### config.mk
export PLATFORM = sky130hd
export DESIGN_NAME = ctrl_sequencer_flat
export DESIGN_NICKNAME = d
export VERILOG_FILES = /design/src/rtl/ctrl_sequencer_if.sv /design/src/rtl/ctrl_sequencer.sv /design/src/flat_wrapper.sv
export SDC_FILE = /design/constraint.sdc
export NUM_CORES = 1
export LEC_CHECK = 0
export CAP_MARGIN = 10
export CORE_MARGIN = 4
export CORE_UTILIZATION = 40
export CTS_CLUSTER_SIZE = 10
export DETAILED_ROUTE_END_ITERATION = 6
export PLACE_DENSITY = 0.75
export SETUP_SLACK_MARGIN = 0.15
export SLEW_MARGIN = 20
export SYNTH_ARGS = -nofsm -noshare
export SYNTH_HDL_FRONTEND = slang
export SYNTH_SLANG_ARGS = --single-unit
### constraint.sdc
create_clock -name clk -period 2.1 [get_ports clk]
set_input_delay 0.525 -clock clk [delete_from_list [all_inputs] [get_ports clk]]
set_output_delay 0.525 -clock clk [all_outputs]
set_load 0.02 [all_outputs]
### src/rtl/ctrl_sequencer_if.sv
// LC-3b decode types and the issue/memory handshake bundle between upstream
// and the control sequencer.

typedef enum logic [3:0] {
    op_br   = 4'b0000,
    op_add  = 4'b0001,
    op_ldb  = 4'b0010,
    op_stb  = 4'b0011,
    op_jsr  = 4'b0100,
    op_and  = 4'b0101,
    op_ldr  = 4'b0110,
    op_str  = 4'b0111,
    op_rti  = 4'b1000,
    op_not  = 4'b1001,
    op_ldi  = 4'b1010,
    op_sti  = 4'b1011,
    op_jmp  = 4'b1100,
    op_shf  = 4'b1101,
    op_lea  = 4'b1110,
    op_trap = 4'b1111
} lc3b_opcode;

typedef enum logic [2:0] {
    alu_add  = 3'd0,
    alu_and  = 3'd1,
    alu_not  = 3'd2,
    alu_pass = 3'd3,
    alu_sll  = 3'd4,
    alu_srl  = 3'd5,
    alu_sra  = 3'd6
} lc3b_aluop;

typedef struct packed {
    lc3b_aluop  aluop;
    logic [2:0] alu_mux_sel;
    logic       load_cc;
    logic       reg_load;
    logic [2:0] regfile_mux_sel;
    logic       dest_mux_sel;
    logic [1:0] pc_mux_sel;
    logic       br_check;
    logic       d_cache_read;
    logic       d_cache_write;
    logic       mem_byte;
    logic       ldi_mux_sel;
    logic [1:0] wdata_mux_sel;
} lc3b_control_word;

interface ctrl_sequencer_if;
    logic             issue_valid;
    lc3b_opcode       opcode;
    logic             bit11;
    logic             bit5;
    logic             bit4;
    logic             stall_in;
    logic             mem_resp;
    lc3b_control_word ctrl;
    logic             ctrl_valid;
    logic             busy;
    logic [1:0]       phase;
    logic             err;

    modport master (
        output issue_valid, opcode, bit11, bit5, bit4, stall_in, mem_resp,
        input  ctrl, ctrl_valid, busy, phase, err
    );

    modport slave (
        input  issue_valid, opcode, bit11, bit5, bit4, stall_in, mem_resp,
        output ctrl, ctrl_valid, busy, phase, err
    );
endinterface

### src/rtl/ctrl_sequencer.sv
// LC-3b control-word sequencer: single-cycle decode plus two-phase ldi/sti.
// Define CTRL_SEQ_TRAP_EN to also sequence trap as a vector fetch + jump.

module ctrl_sequencer #(
    parameter int TIMEOUT_CYCLES = 64,
    parameter int CNT_W          = $clog2(TIMEOUT_CYCLES + 1)
) (
    input logic            clk,
    input logic            rst,
    ctrl_sequencer_if.slave bus
);

    typedef enum logic [1:0] {
        IDLE = 2'd0,
        IND1 = 2'd1,
        IND2 = 2'd2
    } state_t;

    typedef enum logic [1:0] {
        K_LDI  = 2'd0,
        K_STI  = 2'd1,
        K_TRAP = 2'd2
    } kind_t;

    localparam logic [CNT_W-1:0] TO_LAST = CNT_W'(TIMEOUT_CYCLES - 1);

    state_t           state;
    kind_t            kind;
    logic [CNT_W-1:0] cnt;

    lc3b_control_word dec_word;
    logic             dec_multi;
    kind_t            dec_kind;
    lc3b_control_word ind2_word;

    // dec_word is the control word for the accepted instruction; for
    // multi-phase ops it is the first (address fetch) phase.
    always_comb begin
        dec_word  = '0;
        dec_multi = 1'b0;
        dec_kind  = K_LDI;
        case (bus.opcode)
            op_add, op_and: begin
                dec_word.aluop       = (bus.opcode == op_and) ? alu_and : alu_add;
                dec_word.alu_mux_sel = bus.bit5 ? 3'b010 : 3'b000;
                dec_word.load_cc     = 1'b1;
                dec_word.reg_load    = 1'b1;
            end
            op_not: begin
                dec_word.aluop    = alu_not;
                dec_word.load_cc  = 1'b1;
                dec_word.reg_load = 1'b1;
            end
            op_br:  dec_word.br_check   = 1'b1;
            op_jmp: dec_word.pc_mux_sel = 2'b10;
            op_jsr: begin
                dec_word.reg_load        = 1'b1;
                dec_word.dest_mux_sel    = 1'b1;
                dec_word.regfile_mux_sel = 3'b011;
                dec_word.pc_mux_sel      = bus.bit11 ? 2'b01 : 2'b10;
            end
            op_ldr: begin
                dec_word.alu_mux_sel     = 3'b011;
                dec_word.d_cache_read    = 1'b1;
                dec_word.regfile_mux_sel = 3'b001;
                dec_word.reg_load        = 1'b1;
                dec_word.load_cc         = 1'b1;
            end
            op_str: begin
                dec_word.alu_mux_sel   = 3'b011;
                dec_word.d_cache_write = 1'b1;
            end
            op_ldb: begin
                dec_word.alu_mux_sel     = 3'b100;
                dec_word.d_cache_read    = 1'b1;
                dec_word.mem_byte        = 1'b1;
                dec_word.regfile_mux_sel = 3'b010;
                dec_word.reg_load        = 1'b1;
                dec_word.load_cc         = 1'b1;
            end
            op_stb: begin
                dec_word.alu_mux_sel   = 3'b100;
                dec_word.d_cache_write = 1'b1;
                dec_word.mem_byte      = 1'b1;
                dec_word.wdata_mux_sel = 2'b10;
            end
            op_lea: begin
                dec_word.regfile_mux_sel = 3'b100;
                dec_word.reg_load        = 1'b1;
                dec_word.load_cc         = 1'b1;
            end
            op_shf: begin
                dec_word.alu_mux_sel = 3'b101;
                dec_word.aluop       = !bus.bit4 ? alu_sll : (bus.bit5 ? alu_sra : alu_srl);
                dec_word.reg_load    = 1'b1;
                dec_word.load_cc     = 1'b1;
            end
            op_ldi: begin
                dec_multi             = 1'b1;
                dec_kind              = K_LDI;
                dec_word.d_cache_read = 1'b1;
                dec_word.alu_mux_sel  = 3'b011;
                dec_word.aluop        = alu_add;
            end
            op_sti: begin
                dec_multi             = 1'b1;
                dec_kind              = K_STI;
                dec_word.d_cache_read = 1'b1;
            end
`ifdef CTRL_SEQ_TRAP_EN
            op_trap: begin
                dec_multi             = 1'b1;
                dec_kind              = K_TRAP;
                dec_word.d_cache_read = 1'b1;
            end
`else
            op_trap: dec_word = '0;
`endif
            default: dec_word = '0;
        endcase
    end

    always_comb begin
        ind2_word = '0;
        case (kind)
            K_LDI: begin
                ind2_word.d_cache_read = 1'b1;
                ind2_word.ldi_mux_sel  = 1'b1;
                ind2_word.reg_load     = 1'b1;
                ind2_word.load_cc      = 1'b1;
            end
            K_STI: begin
                ind2_word.d_cache_write = 1'b1;
                ind2_word.ldi_mux_sel   = 1'b1;
                ind2_word.wdata_mux_sel = 2'b01;
            end
            K_TRAP: begin
                ind2_word.pc_mux_sel   = 2'b11;
                ind2_word.dest_mux_sel = 1'b1;
                ind2_word.reg_load     = 1'b1;
            end
            default: ind2_word = '0;
        endcase
    end

    // Memory phases advance on mem_resp regardless of stall_in; a trap's
    // second phase is a register/PC update and never waits on memory.
    always_ff @(posedge clk) begin
        if (rst) begin
            state          <= IDLE;
            kind           <= K_LDI;
            cnt            <= '0;
            bus.ctrl       <= '0;
            bus.ctrl_valid <= 1'b0;
            bus.busy       <= 1'b0;
            bus.err        <= 1'b0;
        end else begin
            bus.err <= 1'b0;
            case (state)
                IDLE: begin
                    if (!bus.stall_in) begin
                        if (bus.issue_valid) begin
                            bus.ctrl       <= dec_word;
                            bus.ctrl_valid <= 1'b1;
                            if (dec_multi) begin
                                state    <= IND1;
                                kind     <= dec_kind;
                                cnt      <= '0;
                                bus.busy <= 1'b1;
                            end
                        end else begin
                            bus.ctrl_valid <= 1'b0;
                        end
                    end
                end
                IND1, IND2: begin
                    if ((state == IND2 && kind == K_TRAP) ||
                        (state == IND2 && bus.mem_resp)) begin
                        state          <= IDLE;
                        bus.ctrl       <= '0;
                        bus.ctrl_valid <= 1'b0;
                        bus.busy       <= 1'b0;
                    end else if (bus.mem_resp) begin
                        state    <= IND2;
                        cnt      <= '0;
                        bus.ctrl <= ind2_word;
                    end else if (cnt == TO_LAST) begin
                        state          <= IDLE;
                        cnt            <= '0;
                        bus.ctrl       <= '0;
                        bus.ctrl_valid <= 1'b0;
                        bus.busy       <= 1'b0;
                        bus.err        <= 1'b1;
                    end else begin
                        cnt <= cnt + 1'b1;
                    end
                end
                default: begin
                    state          <= IDLE;
                    bus.ctrl_valid <= 1'b0;
                    bus.busy       <= 1'b0;
                end
            endcase
        end
    end

    assign bus.phase = state;

endmodule
### src/flat_wrapper.sv
// flat-port wrapper written by rule: the top's interface ports become plain ports
module ctrl_sequencer_flat 
#(
    parameter int TIMEOUT_CYCLES = 64,
    parameter int CNT_W          = $clog2(TIMEOUT_CYCLES + 1)
)
  (clk, rst, bus_issue_valid, bus_opcode, bus_bit11, bus_bit5, bus_bit4, bus_stall_in, bus_mem_resp, bus_ctrl, bus_ctrl_valid, bus_busy, bus_phase, bus_err);
  ctrl_sequencer_if bus_i ();
  input logic clk;
  input logic rst;
  input wire logic [$bits(bus_i.issue_valid)-1:0] bus_issue_valid;
  input wire logic [$bits(bus_i.opcode)-1:0] bus_opcode;
  input wire logic [$bits(bus_i.bit11)-1:0] bus_bit11;
  input wire logic [$bits(bus_i.bit5)-1:0] bus_bit5;
  input wire logic [$bits(bus_i.bit4)-1:0] bus_bit4;
  input wire logic [$bits(bus_i.stall_in)-1:0] bus_stall_in;
  input wire logic [$bits(bus_i.mem_resp)-1:0] bus_mem_resp;
  output wire logic [$bits(bus_i.ctrl)-1:0] bus_ctrl;
  output wire logic [$bits(bus_i.ctrl_valid)-1:0] bus_ctrl_valid;
  output wire logic [$bits(bus_i.busy)-1:0] bus_busy;
  output wire logic [$bits(bus_i.phase)-1:0] bus_phase;
  output wire logic [$bits(bus_i.err)-1:0] bus_err;
  assign bus_i.issue_valid = bus_issue_valid;
  assign bus_i.opcode = bus_opcode;
  assign bus_i.bit11 = bus_bit11;
  assign bus_i.bit5 = bus_bit5;
  assign bus_i.bit4 = bus_bit4;
  assign bus_i.stall_in = bus_stall_in;
  assign bus_i.mem_resp = bus_mem_resp;
  assign bus_ctrl = bus_i.ctrl;
  assign bus_ctrl_valid = bus_i.ctrl_valid;
  assign bus_busy = bus_i.busy;
  assign bus_phase = bus_i.phase;
  assign bus_err = bus_i.err;
  ctrl_sequencer #(.TIMEOUT_CYCLES(TIMEOUT_CYCLES), .CNT_W(CNT_W)) u_core (.clk(clk), .rst(rst), .bus(bus_i));
endmodule
==> flow_summary.ini, run 1 <==
[yosys]
synth_area_leaders = dfxtp_1 38%, o21ai_0 8.2%, a21oi_1 6.8%, or4_1 3.0%, a31oi_1 2.5%
synth_top_area_cell = dfxtp_1
async_flop_share = 0
ys_ff_latch = 34
seq_area_frac_synth = 0.384
yosysTopAreaCellShare = 0.384
ys.warnings.count = 0
ys_types = 51
synthesis.area_um2 = 1770
synth_ff_type = dfxtp_1
syn_inst = 209
syn_avg_cell_area_um2 = 8.47
synth_fp_nets = 224
synth_edf_count = 0

[timing]
slew-limit-headroom = 0.642
maxSlewViolCount = 0
fmaxAchievable_mhz = 521
tns_ps = 0
hold_ws_ps = 477
fin_skew_ps = 3.02
rsz0062_at_grt = yes
final_hold_viol_count = 0
period_share = 0.914
post-route-min-period_ps = 1920
setup_viol = 0
worst_pin_slew_ps = 526

[route]
dr.pass1.iters = 4
ant_nets = 0
viasPerCell = 5.63
drtIter0Drc = 141
route.detailed.drc = 0
postRouteWirelength_um = 4720
wl_per_cell_um = 14.8
vias = 1790

[grt]
grt_pass1_vias = 1704
antenna_found_initial = 0
grt_overflow = 0
gr-usage-all-layers = 0.183
grt_pass1_wl_um = 7870
grt_start_max_net_pins = 36

[placement]
dpl_cell_area_um2 = 2330
gp_congestion = 0.863
dpl.hpwl_um = 3320
dp.cells = 308
portBuffers = 37

[floorplanning]
start_util = 0.427
fp-row-count = 23
die_area_um2 = 5550
dieWidth_um = 74.5
ios = 38
core_area_um2 = 4140
die_h_um = 74.5

[flow_run]
cap_violations = 0

[finish]
diodes = 0
stdcell_count = 318
finish.net_count = 282
drive_gt1_frac = 0.201
fin_area_um2 = 2480
areaGrowthSynthToFinish_pct = 40.1

[clock_tree]
clock_latency_ps = 290
cts_root_buffer = clkbuf_8
htree_num_levels = 2
clock_sinks = 34
path_clk_slew_ps = 70
cts-hold-fix-buffers = 0
cts.path.max_buffers = 2
cts_tree = done
cts_buffers = 5

[hold_path]
hold_class = register to register
min_path_cells = 2

[setup_path]
crit_type = input port to register
reg2reg_slack_ps = 230
cp_max_fo = 4
cp-start-kind = input port
end_kind = register
required_ps = 2320
rr_worst_depth = 6
arrival_ps = 2140

[power_and_ir_drop]
p_leak_nw = 0.888
p_clk_frac = 0.273
powerDensity_nw_per_um2 = 747
peakVddDrop_uv = 376
p_seq_frac = 0.376
power.share.switching = 0.322
p_int_mw = 1.26
p_switching_mw = 0.596
pwr-share-comb = 0.351

[outcome]
status = completed
metrics by stage:
stage               power (mW)   util  setup slack, ps
floorplan                 1.06      -              169
global placement          1.30  0.563             -103
detailed placement        1.30  0.563             -208
CTS                       1.83  0.592              192
global route              1.95  0.599              114
finish                    1.85  0.599              181
cell usage after synthesis (2+ instances only):
library cell,instances
dfxtp_1,34
o21ai_0,29
a21oi_1,24
clkbuf_1,8
a31oi_1,7
nand2_1,7
nand3_1,7
nor2_1,7
or4_1,7
inv_1,6
nand2b_1,5
or3_1,5
a211oi_1,4
buf_2,4
buf_6,3
ha_1,3
mux2i_1,3
nand3b_1,3
nand4b_1,3
nor3b_1,3
a21o_1,2
and2_1,2
nand4_1,2
nor3_1,2
o31ai_1,2
o32ai_1,2
registers in the layout, indices dropped and copies added (netlist names):
signal                 cells
u_core.bus.busy            1
u_core.cnt                 7
u_core.bus.ctrl_valid      1
u_core.kind                1
u_core.bus.phase           2
u_core.bus.err             1
u_core.bus.ctrl           21
critical path: stages:
cell and delay (ps):
clkdlybuf4s50_1 480, nand2b_1 260, a21o_1 210, or4_1 510, a21oi_1 150
cells in the final DEF, fill, tap and decap left out, drive strengths merged, types with 2 or more instances in the layout:
master,netlist,routed
o32ai,2,2
nand3b,3,3
nor2b,2,2
nand4b,3,3
nor2,8,8
a21o,2,2
or4,7,7
o21ai,29,29
buf,9,32
nand3,7,7
a211oi,4,4
nand4,2,2
nor3,2,2
a31oi,7,7
and2,2,2
clkbuf,9,7
nand2,7,7
ha,3,3
dfxtp,34,34
o31ai,2,2
inv,6,6
or3,5,5
nand2b,6,6
clkdlybuf4s50,0,36
nor3b,3,3
a21oi,25,25
mux2i,3,3
area by class of cell:
| class | instances | area [um2] |
|---|---|---|
| clock buffers | 7 | 86.3 |
| repair buffers | 69 | 613 |
| inverters | 6 | 22.5 |
| multi-input cells | 151 | 1010 |
| flip-flops and latches | 34 | 686 |
| clock inverters | 1 | 5.00 |
| well taps | 50 | 62.6 |
| fillers | 376 | 1660 |
cells by family after synthesis:
kind of cell    count (synthesis)  synth area share
flops                          34             0.384
xor+xnor                        1           0.00495
simple gates                   66             0.247
mux                             3            0.0170
buf+inv                        24            0.0707
fa+ha+maj                       3            0.0212
compound gates                 78             0.255
routing by layer:
| layer | wire [um] | GRT usage | vias up | share of wire |
|---|---|---|---|---|
| li1 | - | - | 889 | - |
| met1 | 2190 | 0.248 | 834 | 0.46 |
| met2 | 2170 | 0.273 | 57 | 0.46 |
| met3 | 255 | 0.0459 | 10 | 0.054 |
| met4 | 104 | 0.0850 | 0 | 0.022 |
| met5 | 0 | 0 | - | 0 |
power groups by stage:
stage	logic [mW]	clock network, mW	registers, mW
5_1_grt	0.705	0.542	0.702
4_1_cts	0.624	0.510	0.698
6_report	0.650	0.505	0.697
3_3_place_gp	0.589	0	0.712
3_5_place_dp	0.593	0	0.712
2_1_floorplan	0.309	0	0.749
final timing paths:
check / start / end
max: bus_mem_resp / u_core.cnt[0]
min: u_core.bus.ctrl[19] / u_core.bus.ctrl[19]
max reg2reg: u_core.bus.phase[0] / u_core.cnt[0]
min reg2reg: u_core.bus.ctrl[19] / u_core.bus.ctrl[19]
what timing repair did:
| item | 4_1_cts | 5_1_grt |
|---|---|---|
| gates resized for setup | 5 | 3 |
| cloned | 0 | 0 |
| buffers inserted | 0 | 2 |
| setup endpoints to repair | 25 | 9 |
Note: power is estimated with default switching activity, not from simulation.
==> run 2: changes to the inputs <==
--- a/config.mk
+++ b/config.mk
@@ -5,6 +5,7 @@
 export SDC_FILE = /design/constraint.sdc
 export NUM_CORES = 1
 export LEC_CHECK = 0
+export ABC_AREA = 1
 export CAP_MARGIN = 10
 export CORE_MARGIN = 4
 export CORE_UTILIZATION = 40
==> run 2 against run 1 <==
Effect of this change:
- sequential power grew 11%
- register-to-register slack gained 100 ps
- worst hold slack lost 19 ps
- core utilization shrank 6.8 points
- clock-buffer cell count is the same
- die area grew 1.2%
==> flow_summary.ini, run 2 <==
[yosys]
ys.warnings.count = 0
synth_ff_type = dfxtp_1
async_flop_share = 0
synth_edf_count = 0
ys_types = 27
yosysTopAreaCellShare = 0.379
synth_top_area_cell = dfxtp_1
synth_fp_nets = 286
syn_inst = 271
synth_area_leaders = dfxtp_1 38%, nand2_1 18%, a21oi_1 7.8%, nor2_1 7.5%, inv_1 5.0%
synthesis.area_um2 = 1790
yosysMostFrequentCell = nand2_1
netlist_top_cells_count = 84 x nand2_1, 36 x nor2_1, 34 x dfxtp_1, 28 x a21oi_1, 24 x inv_1
syn_avg_cell_area_um2 = 6.62
seq_area_frac_synth = 0.379
ys_ff_latch = 34

[floorplanning]
start_util = 0.412
core_area_um2 = 4350
die_area_um2 = 5620
dieWidth_um = 75.0
ios = 38
die_h_um = 75.0
fp-row-count = 24

[timing]
worst_pin_slew_ps = 321
setup_slack_ps = 296
slew-limit-headroom = 0.786
period_share = 0.859
maxSlewViolCount = 0
fin_skew_ps = 7.34
tns_ps = 0
rsz0062_at_grt = no
setup_viol = 0
post-route-min-period_ps = 1800
final_hold_viol_count = 0
fmaxAchievable_mhz = 554
hold_ws_ps = 458

[flow_run]
cap_violations = 0

[setup_path]
crit_path_start = u_core.bus.ctrl[13]
timing.rr.start = u_core.bus.phase[1]
crit_type = register to primary output
cpPeakStageDelay_ps = 620
crit_buf_inv = 1
critPathTopFamily = buffers and inverters
end_kind = primary output
rr_worst_depth = 9
cp_max_fo = 2
cp-start-kind = register
arrival_ps = 1280
required_ps = 1570
reg2reg_to = u_core.bus.ctrl[15]
reg2reg_slack_ps = 330
crit_path_cell_trace = clkdlybuf4s50_1
cpMaxStageDelayCell = clkdlybuf4s50_1

[finish]
final_common_cell = nand2_1
drive_gt1_frac = 0.0958
areaGrowthSynthToFinish_pct = 28.9
largest_reg_flops = 21
mostFrequentLayoutCells = 84 x nand2_1, 37 x clkdlybuf4s50_1, 36 x nor2_1
diodes = 0
top_register = u_core.bus.ctrl
utilization = 0.531
finish.net_count = 327
fin_area_um2 = 2310
stdcell_count = 365

[grt]
grt_pass1_vias = 1609
gr-usage-all-layers = 0.166
grt_pass1_wl_um = 7060
top_usage_layer = met2
grt_overflow = 0
use_met2 = 0.236
met3_usage = 0.0467
grt_start_max_net_pins = 23
antenna_found_initial = 0
met1_usage = 0.229

[power_and_ir_drop]
p_leak_nw = 0.940
power.total_mw = 2.45
peakVddDrop_uv = 649
powerDensity_nw_per_um2 = 1060

[clock_tree]
cts.path.max_buffers = 2
cts_tree = done
path_clk_slew_ps = 70
clock_sinks = 34
clock_latency_ps = 290
htree_num_levels = 2
post_cts_buffers = 0
cts_root_buffer = clkbuf_8
cts_buffers = 5

[placement]
dpl.hpwl_um = 3140
gp_congestion = 0.951
pre_cts_slack_ps = 14.1
dpl_cell_area_um2 = 2220
dp.cells = 357
portBuffers = 37

[route]
route.detailed.drc = 0
ant_nets = 0
drtIter0Drc = 136
postRouteWirelength_um = 4180
vias = 1770
dr.pass1.iters = 4
wl_per_cell_um = 11.4
viasPerCell = 4.85

[hold_path]
hold_class = register to register
min_path_cells = 2
min_from = u_core.cnt[6]
min_to = u_core.cnt[6]

[outcome]
status = completed
-- run 2: metal layers --
layer	share of wire	up-vias
met5	0	-
met4	0.022	0
met3	0.065	7
met2	0.43	51
met1	0.48	773
li1	-	939
-- run 2: worst min-delay path: stages, from the launching register on --
cell	delay [ps]
dfxtp_1	320
nand2_1	70
nor2_1	30
-- run 2: worst max-delay path by stage --
| stage | depth (start not counted) | end |
|---|---|---|
| 2_1_floorplan | 11 | u_core.bus.ctrl[8] |
| 3_3_place_gp | 8 | u_core.bus.ctrl[8] |
| 3_5_place_dp | 8 | u_core.bus.ctrl[15] |
| 4_1_cts | 9 | u_core.bus.ctrl[8] |
| 5_1_grt | 9 | u_core.bus.ctrl[8] |
| 6_report | 1 | bus_ctrl[13] |
-- run 2: cells by family (layout without fill, tap and decap cells) --
kind of cell | Yosys count | in the layout | share of synthesized area
buffers and inverters | 37 | 79 | 0.0962
adders and majority gates | 3 | 3 | 0.0209
and+or+nand+nor | 158 | 158 | 0.383
DFF | 34 | 34 | 0.379
AOI/OAI and AO/OA | 39 | 39 | 0.121
-- run 2: what timing repair did --
item / 4_1_cts / 5_1_grt
hold buffers: 0 / 0
endpoints found under the hold margin: 0 / 0
gates resized for setup: 0 / 2
endpoints found under the setup margin: 0 / 21
-- run 2: final cells by class --
| class | count | area (um2) |
|---|---|---|
| Fill cell | 418 | 2040 |
| Multi-Input combinational cell | 200 | 943 |
| Sequential cell | 34 | 681 |
| Timing Repair Buffer | 45 | 430 |
| Inverter | 26 | 101 |
| Clock buffer | 7 | 86.3 |
| Tap cell | 52 | 65.1 |
| Clock inverter | 1 | 5.00 |
-- run 2: report_power, final --
part / internal (mW) / switching (mW) / leakage, nW
registers: 0.728 / 0.0429 / 0.275
logic: 0.426 / 0.750 / 0.617
clock network: 0.264 / 0.241 / 0.0482
